<file path="config.mk">
export PLATFORM = sky130hd
export DESIGN_NAME = console_input_arbiter_flat
export DESIGN_NICKNAME = d
export VERILOG_FILES = /design/src/rtl/console_input_arbiter_if.sv /design/src/rtl/console_input_arbiter.sv /design/src/flat_wrapper.sv
export SDC_FILE = /design/constraint.sdc
export NUM_CORES = 1
export LEC_CHECK = 0
export CORE_ASPECT_RATIO = 0.8
export CORE_MARGIN = 2
export CORE_UTILIZATION = 35
export DETAILED_ROUTE_END_ITERATION = 7
export HOLD_SLACK_MARGIN = 0.06
export PLACE_DENSITY = 0.54
export SLEW_MARGIN = 20
export SYNTH_ARGS = -nofsm -noshare
export SYNTH_HDL_FRONTEND = slang
export SYNTH_SLANG_ARGS = --single-unit
</file>
<file path="constraint.sdc">
create_clock -name clk -period 3.5 [get_ports clk]
set_input_delay 0.7 -clock clk [delete_from_list [all_inputs] [get_ports clk]]
set_output_delay 0.7 -clock clk [all_outputs]
set_load 0.005 [all_outputs]
</file>
<file path="src/rtl/console_input_arbiter_if.sv">
// Console input bus: PS/2 and UART byte strobes in, IOBUS read port and occupancy out.
// CONSOLE_IRQ_EN adds the irq line.
interface console_input_arbiter_if #(
  parameter int unsigned AW = 3
);
  logic [7:0]  ps2_data;
  logic        ps2_valid;
  logic [7:0]  uart_data;
  logic        uart_valid;
  logic        io_rd;
  logic        io_addr;
  logic [31:0] io_rdata;
  logic [AW:0] fifo_count;
`ifdef CONSOLE_IRQ_EN
  logic        irq;

  modport master (
    output ps2_data, ps2_valid, uart_data, uart_valid, io_rd, io_addr,
    input  io_rdata, fifo_count, irq
  );
  modport slave (
    input  ps2_data, ps2_valid, uart_data, uart_valid, io_rd, io_addr,
    output io_rdata, fifo_count, irq
  );
`else
  modport master (
    output ps2_data, ps2_valid, uart_data, uart_valid, io_rd, io_addr,
    input  io_rdata, fifo_count
  );
  modport slave (
    input  ps2_data, ps2_valid, uart_data, uart_valid, io_rd, io_addr,
    output io_rdata, fifo_count
  );
`endif
endinterface

</file>
<file path="src/rtl/console_input_arbiter.sv">
// Merges PS/2 and UART byte strobes into one source-tagged FIFO read over IOBUS.
// Optional: define CONSOLE_IRQ_EN for a registered irq output.
module console_input_arbiter #(
  parameter int unsigned DEPTH = 8,
  parameter int unsigned AW    = 3
) (
  input  logic                   clk,
  input  logic                   rst_n,
  console_input_arbiter_if.slave bus
);

  typedef enum logic {
    SRC_PS2  = 1'b0,
    SRC_UART = 1'b1
  } src_e;

  localparam logic [AW:0] DEPTH_C = (AW+1)'(DEPTH);
  localparam logic [AW:0] ONE_C   = (AW+1)'(1);

  logic [7:0]    ps2_hold_q, ps2_hold_d, uart_hold_q, uart_hold_d;
  logic          ps2_full_q, ps2_full_d, uart_full_q, uart_full_d;
  logic          ps2_ovr_q, ps2_ovr_d, uart_ovr_q, uart_ovr_d;
  src_e          rr_q, rr_d;
  logic [AW-1:0] wptr_q, wptr_d, rptr_q, rptr_d;
  logic [AW:0]   count_q, count_d;
  logic [31:0]   rdata_q, rdata_d;
  logic [8:0]    mem_q [DEPTH];

  logic       empty, full, pop, status_rd, space;
  logic       gnt_ps2, gnt_uart, push;
  logic [8:0] push_word;
  logic       ps2_load, uart_load;
  logic [31:0] status_word;

  assign empty     = (count_q == '0);
  assign full      = (count_q == DEPTH_C);
  assign pop       = bus.io_rd & ~bus.io_addr & ~empty;
  assign status_rd = bus.io_rd & bus.io_addr;
  assign space     = ~full | pop;

  // rr_q names the source that wins the next tie; every grant hands it to the other source.
  always_comb begin
    gnt_ps2  = 1'b0;
    gnt_uart = 1'b0;
    rr_d     = rr_q;
    if (space) begin
      if (ps2_full_q && uart_full_q) begin
        if (rr_q == SRC_PS2) gnt_ps2 = 1'b1;
        else                 gnt_uart = 1'b1;
      end else if (ps2_full_q) begin
        gnt_ps2 = 1'b1;
      end else if (uart_full_q) begin
        gnt_uart = 1'b1;
      end
    end
    if (gnt_ps2)  rr_d = SRC_UART;
    if (gnt_uart) rr_d = SRC_PS2;
  end

  assign push      = gnt_ps2 | gnt_uart;
  assign push_word = gnt_uart ? {1'b1, uart_hold_q} : {1'b0, ps2_hold_q};

  // A granted holding register may reload from a strobe in the same cycle.
  always_comb begin
    ps2_load    = bus.ps2_valid & (~ps2_full_q | gnt_ps2);
    uart_load   = bus.uart_valid & (~uart_full_q | gnt_uart);
    ps2_full_d  = ps2_load | (ps2_full_q & ~gnt_ps2);
    uart_full_d = uart_load | (uart_full_q & ~gnt_uart);
    ps2_hold_d  = ps2_load ? bus.ps2_data : ps2_hold_q;
    uart_hold_d = uart_load ? bus.uart_data : uart_hold_q;
    ps2_ovr_d   = (bus.ps2_valid & ps2_full_q & ~gnt_ps2) | (ps2_ovr_q & ~status_rd);
    uart_ovr_d  = (bus.uart_valid & uart_full_q & ~gnt_uart) | (uart_ovr_q & ~status_rd);
  end

  always_comb begin
    wptr_d  = push ? wptr_q + AW'(1) : wptr_q;
    rptr_d  = pop  ? rptr_q + AW'(1) : rptr_q;
    count_d = count_q;
    case ({push, pop})
      2'b10:   count_d = count_q + ONE_C;
      2'b01:   count_d = count_q - ONE_C;
      default: count_d = count_q;
    endcase
  end

  always_comb begin
    status_word         = '0;
    status_word[AW:0]   = count_q;
    status_word[16]     = empty;
    status_word[17]     = full;
    status_word[24]     = ps2_ovr_q;
    status_word[25]     = uart_ovr_q;
    rdata_d = rdata_q;
    if (bus.io_rd) begin
      if (bus.io_addr)  rdata_d = status_word;
      else if (pop)     rdata_d = {1'b1, 22'b0, mem_q[rptr_q]};
      else              rdata_d = '0;
    end
  end

  always_ff @(posedge clk) begin
    if (!rst_n) begin
      ps2_hold_q  <= '0;
      uart_hold_q <= '0;
      ps2_full_q  <= 1'b0;
      uart_full_q <= 1'b0;
      ps2_ovr_q   <= 1'b0;
      uart_ovr_q  <= 1'b0;
      rr_q        <= SRC_PS2;
      wptr_q      <= '0;
      rptr_q      <= '0;
      count_q     <= '0;
      rdata_q     <= '0;
    end else begin
      ps2_hold_q  <= ps2_hold_d;
      uart_hold_q <= uart_hold_d;
      ps2_full_q  <= ps2_full_d;
      uart_full_q <= uart_full_d;
      ps2_ovr_q   <= ps2_ovr_d;
      uart_ovr_q  <= uart_ovr_d;
      rr_q        <= rr_d;
      wptr_q      <= wptr_d;
      rptr_q      <= rptr_d;
      count_q     <= count_d;
      rdata_q     <= rdata_d;
    end
  end

  always_ff @(posedge clk) begin
    if (push) mem_q[wptr_q] <= push_word;
  end

  assign bus.io_rdata   = rdata_q;
  assign bus.fifo_count = count_q;

`ifdef CONSOLE_IRQ_EN
  logic irq_q, irq_d;

  assign irq_d = (count_q != '0) | ps2_ovr_q | uart_ovr_q;

  always_ff @(posedge clk) begin
    if (!rst_n) irq_q <= 1'b0;
    else        irq_q <= irq_d;
  end

  assign bus.irq = irq_q;
`endif

endmodule

</file>
<file path="src/flat_wrapper.sv">
// flat-port wrapper written by rule: the top's interface ports become plain ports
module console_input_arbiter_flat 
#(
  parameter int unsigned DEPTH = 8,
  parameter int unsigned AW    = 3
)
  (clk, rst_n, bus_ps2_data, bus_ps2_valid, bus_uart_data, bus_uart_valid, bus_io_rd, bus_io_addr, bus_io_rdata, bus_fifo_count);
  console_input_arbiter_if #(.AW(AW)) bus_i ();
  input  logic clk;
  input  logic rst_n;
  input wire logic [$bits(bus_i.ps2_data)-1:0] bus_ps2_data;
  input wire logic [$bits(bus_i.ps2_valid)-1:0] bus_ps2_valid;
  input wire logic [$bits(bus_i.uart_data)-1:0] bus_uart_data;
  input wire logic [$bits(bus_i.uart_valid)-1:0] bus_uart_valid;
  input wire logic [$bits(bus_i.io_rd)-1:0] bus_io_rd;
  input wire logic [$bits(bus_i.io_addr)-1:0] bus_io_addr;
  output wire logic [$bits(bus_i.io_rdata)-1:0] bus_io_rdata;
  output wire logic [$bits(bus_i.fifo_count)-1:0] bus_fifo_count;
  assign bus_i.ps2_data = bus_ps2_data;
  assign bus_i.ps2_valid = bus_ps2_valid;
  assign bus_i.uart_data = bus_uart_data;
  assign bus_i.uart_valid = bus_uart_valid;
  assign bus_i.io_rd = bus_io_rd;
  assign bus_i.io_addr = bus_io_addr;
  assign bus_io_rdata = bus_i.io_rdata;
  assign bus_fifo_count = bus_i.fifo_count;
  console_input_arbiter #(.DEPTH(DEPTH), .AW(AW)) u_core (.clk(clk), .rst_n(rst_n), .bus(bus_i));
endmodule
</file>
==> results of run 1 <==
-- layout make-up --
type,count,area [sq um]
Clock inverter,13,128
Sequential cell,120,3120
Inverter,6,22.5
Timing Repair Buffer,57,526
Tap cell,184,230
Multi-Input combinational cell,241,1700
Fill cell,1289,7970
Clock buffer,19,453
-- worst max-delay path: stages --
cell,delay [ns]
clkdlybuf4s50_1,0.50
and2b_1,0.46
and2_1,0.22
ha_1,0.25
xor2_1,0.19
ha_1,0.18
a21oi_1,0.05
xor2_1,0.16
or3_1,0.30
a21oi_1,0.14
-- power by group through the flow --
stage / sequential, uW / combinational (uW) / clock, uW
floorplan: 1660 / 314 / 0
global placement: 1680 / 442 / 0
detailed placement: 1680 / 450 / 0
CTS: 1650 / 452 / 1720
global route: 1660 / 497 / 1790
finish: 1650 / 451 / 1690
-- per-layer routing --
metal,vias up,global-route usage
met5,-,0
met4,0,0.0639
met3,13,0.0445
met2,81,0.200
met1,1473,0.212
li1,1521,-
-- final timing paths --
path,start,end,slack [ns],depth (start not counted)
max,bus_io_addr,u_core.bus.fifo_count[2],0.68,10
min,u_core.uart_hold_q[3],u_core.uart_hold_q[3],0.46,2
max reg2reg,u_core.bus.fifo_count[1],u_core.bus.fifo_count[2],0.90,9
min reg2reg,u_core.uart_hold_q[3],u_core.uart_hold_q[3],0.46,2
-- synth_stat cells, drive strengths merged --
master,n
nor2b,3
edfxtp,72
nand3b,1
inv,5
o311ai,2
nand4,1
nor4,1
a211oi,2
mux2,8
ha,5
or2,2
a32o,2
clkbuf,16
or4,1
and3,4
mux2i,20
or4b,1
clkinv,1
nand2,37
and2,2
nor4bb,1
o2111ai,9
o2bb2ai,1
a211o,1
xnor2,1
and2b,1
nor2,14
nand2b,3
xor2,5
conb,1
nor3,4
a21oi,21
mux4,9
buf,26
o21ai,22
dfxtp,48
a311oi,1
nor4b,1
or3,2
nand3,33
a21o,2
-- placed cells by master (no fill, tap or decap), types with 8 or more instances in the layout --
cell type	n
o21ai_0	12
a21oi_1	21
clkbuf_16	17
nand3_1	32
conb_1	18
nand2_1	37
edfxtp_1	72
buf_4	18
o2111ai_1	9
clkdlybuf4s50_1	39
dfxtp_1	48
o21ai_1	9
mux2i_1	20
nor2_1	14
mux4_2	9
mux2_4	8
-- flip-flops by register name, indices dropped and copies added, names as in the netlist, 3 cells and up, named ones only --
register	cells
u_core.mem_q	72
u_core.bus.io_rdata	14
u_core.rptr_q	3
u_core.wptr_q	3
u_core.bus.fifo_count	4
u_core.ps2_hold_q	8
u_core.uart_hold_q	8
-- kinds of logic (layout without fill, tap and decap cells) --
group / count (synthesis) / count (layout)
compound gates: 63 / 63
xor+xnor: 6 / 6
fa+ha+maj: 5 / 5
buf+inv: 48 / 95
flops: 120 / 120
mux: 37 / 37
other cells: 1 / 18
simple gates: 112 / 112
-- metrics by stage --
stage | utilization | hold slack (ns) | cells | total power, uW
after CTS | 0.437 | 0.460 | 640 | 3830
final | 0.437 | 0.456 | 640 | 3790
after global routing | 0.437 | 0.476 | 640 | 3950
after global placement | 0.396 | 0.448 | 608 | 2120
after floorplan | - | 0.436 | 409 | 1970
after detailed placement | 0.396 | 0.453 | 608 | 2130
==> impl_metrics.json, run 1 <==
{
  "status": "completed",
  "vias": 3088,
  "root_buffer": "clkbuf_16",
  "row_count": 39,
  "synth_area_leader_cell": "edfxtp_1",
  "swShare": 0.239,
  "cts_buffers": 17,
  "power_density_nw_per_um2": 613,
  "io_buffers": 39,
  "die_w_um": 138,
  "min_path_type": "flop to flop",
  "crit_type": "input pin to flop",
  "routed_wl_um": 10600,
  "nets": 470,
  "pre_cts_ws_ns": 0.290,
  "hold_viol_final": 0,
  "antenna_found_initial": 0,
  "dp_hpwl_um": 6870,
  "via_per_inst": 4.83,
  "drive_gt1_frac": 0.164,
  "clkLatencyLatePin_ns": 0.42,
  "synth_fa_ha_area_frac": 0.0124,
  "initial_utilization": 0.356,
  "grt_usage": 0.146,
  "comb_power_share": 0.119,
  "rsz0062_at_grt": "no",
  "mappedNetlistArea_sq_um": 5040,
  "clock-sinks": 120,
  "netlist.area_leader.share": 0.429,
  "syn_avg_cell_area_sq_um": 12.9,
  "drv_slew": 0,
  "p_int_uw": 2880,
  "critical_path.max_fanout": 8,
  "maxSlewHeadroom": 0.499,
  "maxCapViolations": 0,
  "met1Wirelength_um": 5270,
  "ant_nets": 0,
  "yosys_register_bits": 120,
  "synth_top_family_by_area": "simple AND/OR/NAND/NOR gates",
  "cp_data_arrival_time_ns": 3.16,
  "end_kind": "flop",
  "grt_pass1_wl_um": 16700,
  "cts_resized": 0,
  "syn2layout_area_growth_pct": 22.7,
  "fin_setup_tns_ns": 0,
  "grt_overflow": 0,
  "drc": 0,
  "grt_pass1_vias": 2967,
  "htree_levels": 4,
  "synth-compound-area-share": 0.0867,
  "peakVddDrop_uv": 409,
  "core_area_sq_um": 14200,
  "seqPwrFrac": 0.436,
  "power_leakage_uw": 0.00217,
  "routed-wl-met2_um": 4500,
  "worst_slack_ns": 0.680,
  "postCtsSetupBuffers": 0,
  "period_needed_ns": 2.82,
  "yosys.area_share.simple": 0.111,
  "cp_data_required_time_ns": 3.84,
  "path_clk_slew_ns": 0.06,
  "dieHeight_um": 111,
  "route.met3.wl_um": 681,
  "ys_top_cells_by_area": "edfxtp_1, dfxtp_1, mux4_2, mux2i_1, nand3_1",
  "place_congestion": 0.797,
  "wire_per_inst_um": 16.5,
  "synthCells": 392,
  "drt_first_pass_iters": 4,
  "drt_iter0_drc": 199,
  "grt_max_degree": 41,
  "stdcell_area_sq_um": 6180,
  "fin_crit_sh": 0.806,
  "ys_warn_count": 0,
  "pin_count": 58,
  "synthXorXnorAreaFrac": 0.0104,
  "cp-start-kind": "input pin",
  "synth_seq_area_share": 0.620,
  "fmax_ghz": 0.355,
  "fin_skew_ns": 0.00769,
  "clkPwrFrac": 0.445,
  "p_switching_uw": 907,
  "dr.max_layer_used": "met4",
  "finalSetupViolations": 0,
  "worst_pin_slew_ns": 0.751,
  "hold_buffers": 0,
  "cts_tree": "built",
  "diodes": 0,
  "synthMuxAreaShare": 0.104,
  "clock_tree.buffer_depth": 2,
  "ys_types": 47,
  "place_area_sq_um": 5600,
  "die_area_sq_um": 15400
}
Note: power is estimated with default switching activity, not from simulation.
==> run 2, diff against run 1 <==
==> constraint.sdc (replaced) <==
create_clock -name clk -period 2.77 [get_ports clk]
set_input_delay 0.554 -clock clk [delete_from_list [all_inputs] [get_ports clk]]
set_output_delay 0.554 -clock clk [all_outputs]
set_load 0.005 [all_outputs]
==> impl_metrics.json, run 2 (synthesis results as in run 1) <==
{
  "htree_levels": 4,
  "register_area_sq_um": 3120,
  "grt_max_degree": 41,
  "cts_tree": "built",
  "fin_crit_sh": 0.901,
  "clkPwrFrac": 0.428,
  "cp-start-kind": "flop",
  "die_area_sq_um": 15400,
  "pin_count": 58,
  "worst_hold_slack_ns": 0.455,
  "antenna_found_initial": 0,
  "postCtsSetupBuffers": 0,
  "finalSetupViolations": 0,
  "critical-path-max-stage-delay_ns": 0.62,
  "maxCapViolations": 0,
  "grt_overflow": 0,
  "clkLatencyLatePin_ns": 0.41,
  "io_buffers": 39,
  "peakVddDrop_uv": 458,
  "path_clk_slew_ns": 0.05,
  "status": "completed",
  "regMostFlops": "u_core.mem_q",
  "maxSlewHeadroom": 0.607,
  "swShare": 0.242,
  "core_area_sq_um": 14200,
  "fin_skew_ns": 0.00936,
  "fmax_ghz": 0.401,
  "cpMaxStageDelayCell": "or4_1",
  "fin_setup_tns_ns": 0,
  "largest_reg_flops": 72,
  "end_kind": "flop",
  "period_needed_ns": 2.50,
  "syn2layout_area_growth_pct": 23.0,
  "clock_tree.buffer_depth": 2,
  "path_buf_inv": 0,
  "drc": 0,
  "stdcell_count": 646,
  "diodes": 0,
  "grt_usage": 0.146,
  "critical_path.max_fanout": 8,
  "via_per_inst": 4.90,
  "fillers": 1329,
  "pre_cts_ws_ns": 0.0101,
  "power_leakage_uw": 0.00219,
  "power_density_nw_per_um2": 752,
  "crit_type": "flop to flop",
  "crit_family": "simple AND/OR/NAND/NOR gates",
  "row_count": 39,
  "dieHeight_um": 111,
  "grt_pass1_vias": 2984,
  "cp_data_arrival_time_ns": 2.83,
  "hold_buffers": 0,
  "drv_slew": 0,
  "hold_viol_final": 0,
  "place_congestion": 0.828,
  "cp_cell_sequence": "or4_1, and2_1, ha_1, xor2_1, ha_1, a21oi_1, xor2_1, or3_1, a21oi_1",
  "wire_per_inst_um": 16.3,
  "clock-sinks": 120,
  "comb_power_share": 0.126,
  "drt_first_pass_iters": 4,
  "seqPwrFrac": 0.446,
  "final_common_cell": "edfxtp_1",
  "p_int_uw": 3530,
  "cp_data_required_time_ns": 3.10,
  "nets": 476,
  "multi_input_area_sq_um": 1700,
  "cts_resized": 0,
  "routed_wl_um": 10500,
  "layout_common_cells": "edfxtp_1, dfxtp_1, clkdlybuf4s50_1",
  "ant_nets": 0,
  "initial_utilization": 0.356,
  "dp_hpwl_um": 6860,
  "vias": 3164,
  "drt_iter0_drc": 200,
  "p_switching_uw": 1130,
  "min_path_type": "flop to flop",
  "rsz0062_at_grt": "no",
  "placedCellCount": 614,
  "cts_buffers": 17,
  "worst_pin_slew_ns": 0.589,
  "die_w_um": 138,
  "worst_slack_ns": 0.274,
  "grt_pass1_wl_um": 16900,
  "root_buffer": "clkbuf_16",
  "drive_gt1_frac": 0.173
}
run 2: changes by cell type in the layout (fill, tap and decap cells not counted):
cell / change
clkbuf_1: +1
buf_4: +6
clkinv_4: +1
inv_6: -1
inv_4: +3
bufinv_16: -2
clkbuf_16: +1
clkinv_2: -2
clkinvlp_4: -1
run 2: worst register-to-register path, cell delays in order (launching register included):
cell	delay (ns)
dfxtp_1	0.39
or4_1	0.62
and2_1	0.21
ha_1	0.21
xor2_1	0.15
ha_1	0.17
a21oi_1	0.14
xor2_1	0.09
or3_1	0.31
a21oi_1	0.14
run 2: worst paths after layout:
kind | from | endpoint | depth (start not counted) | slack (ns)
max | u_core.bus.fifo_count[0] | u_core.bus.fifo_count[2] | 9 | 0.27
min reg2reg | u_core.uart_hold_q[7] | u_core.uart_hold_q[7] | 2 | 0.45
min | u_core.uart_hold_q[7] | u_core.uart_hold_q[7] | 2 | 0.45
max reg2reg | u_core.bus.fifo_count[0] | u_core.bus.fifo_count[2] | 9 | 0.27
run 2: metrics by stage:
step	util	power, uW	instance area, sq um
2_1_floorplan	-	2490	5100
3_3_place_gp	0.399	2690	5650
3_5_place_dp	0.399	2710	5650
4_1_cts	0.438	4710	6200
5_1_grt	0.438	4870	6200
6_report	0.438	4660	6200
run 2: cell type report:
class,count,share of cell area
flip-flops and latches,120,0.504
clock inverters,11,0.0111
clock buffers,21,0.0777
inverters,6,0.00363
well taps,184,0.0372
multi-input cells,241,0.274
repair buffers,63,0.0921
run 2: routing by layer:
metal  up-vias  share of wire  GRT usage
met2        78           0.41      0.195
met1      1537           0.52      0.221
met4         0         0.0097     0.0476
met3        10          0.060     0.0458
li1       1539              -          -
met5         -              0          0
run 2: power by group through the flow:
| stage | combinational, uW | sequential, uW | clock [uW] |
|---|---|---|---|
| 2_1_floorplan | 396 | 2090 | 0 |
| 3_3_place_gp | 585 | 2110 | 0 |
| 3_5_place_dp | 592 | 2110 | 0 |
| 4_1_cts | 595 | 2080 | 2040 |
| 5_1_grt | 648 | 2090 | 2130 |
| 6_report | 587 | 2080 | 2000 |
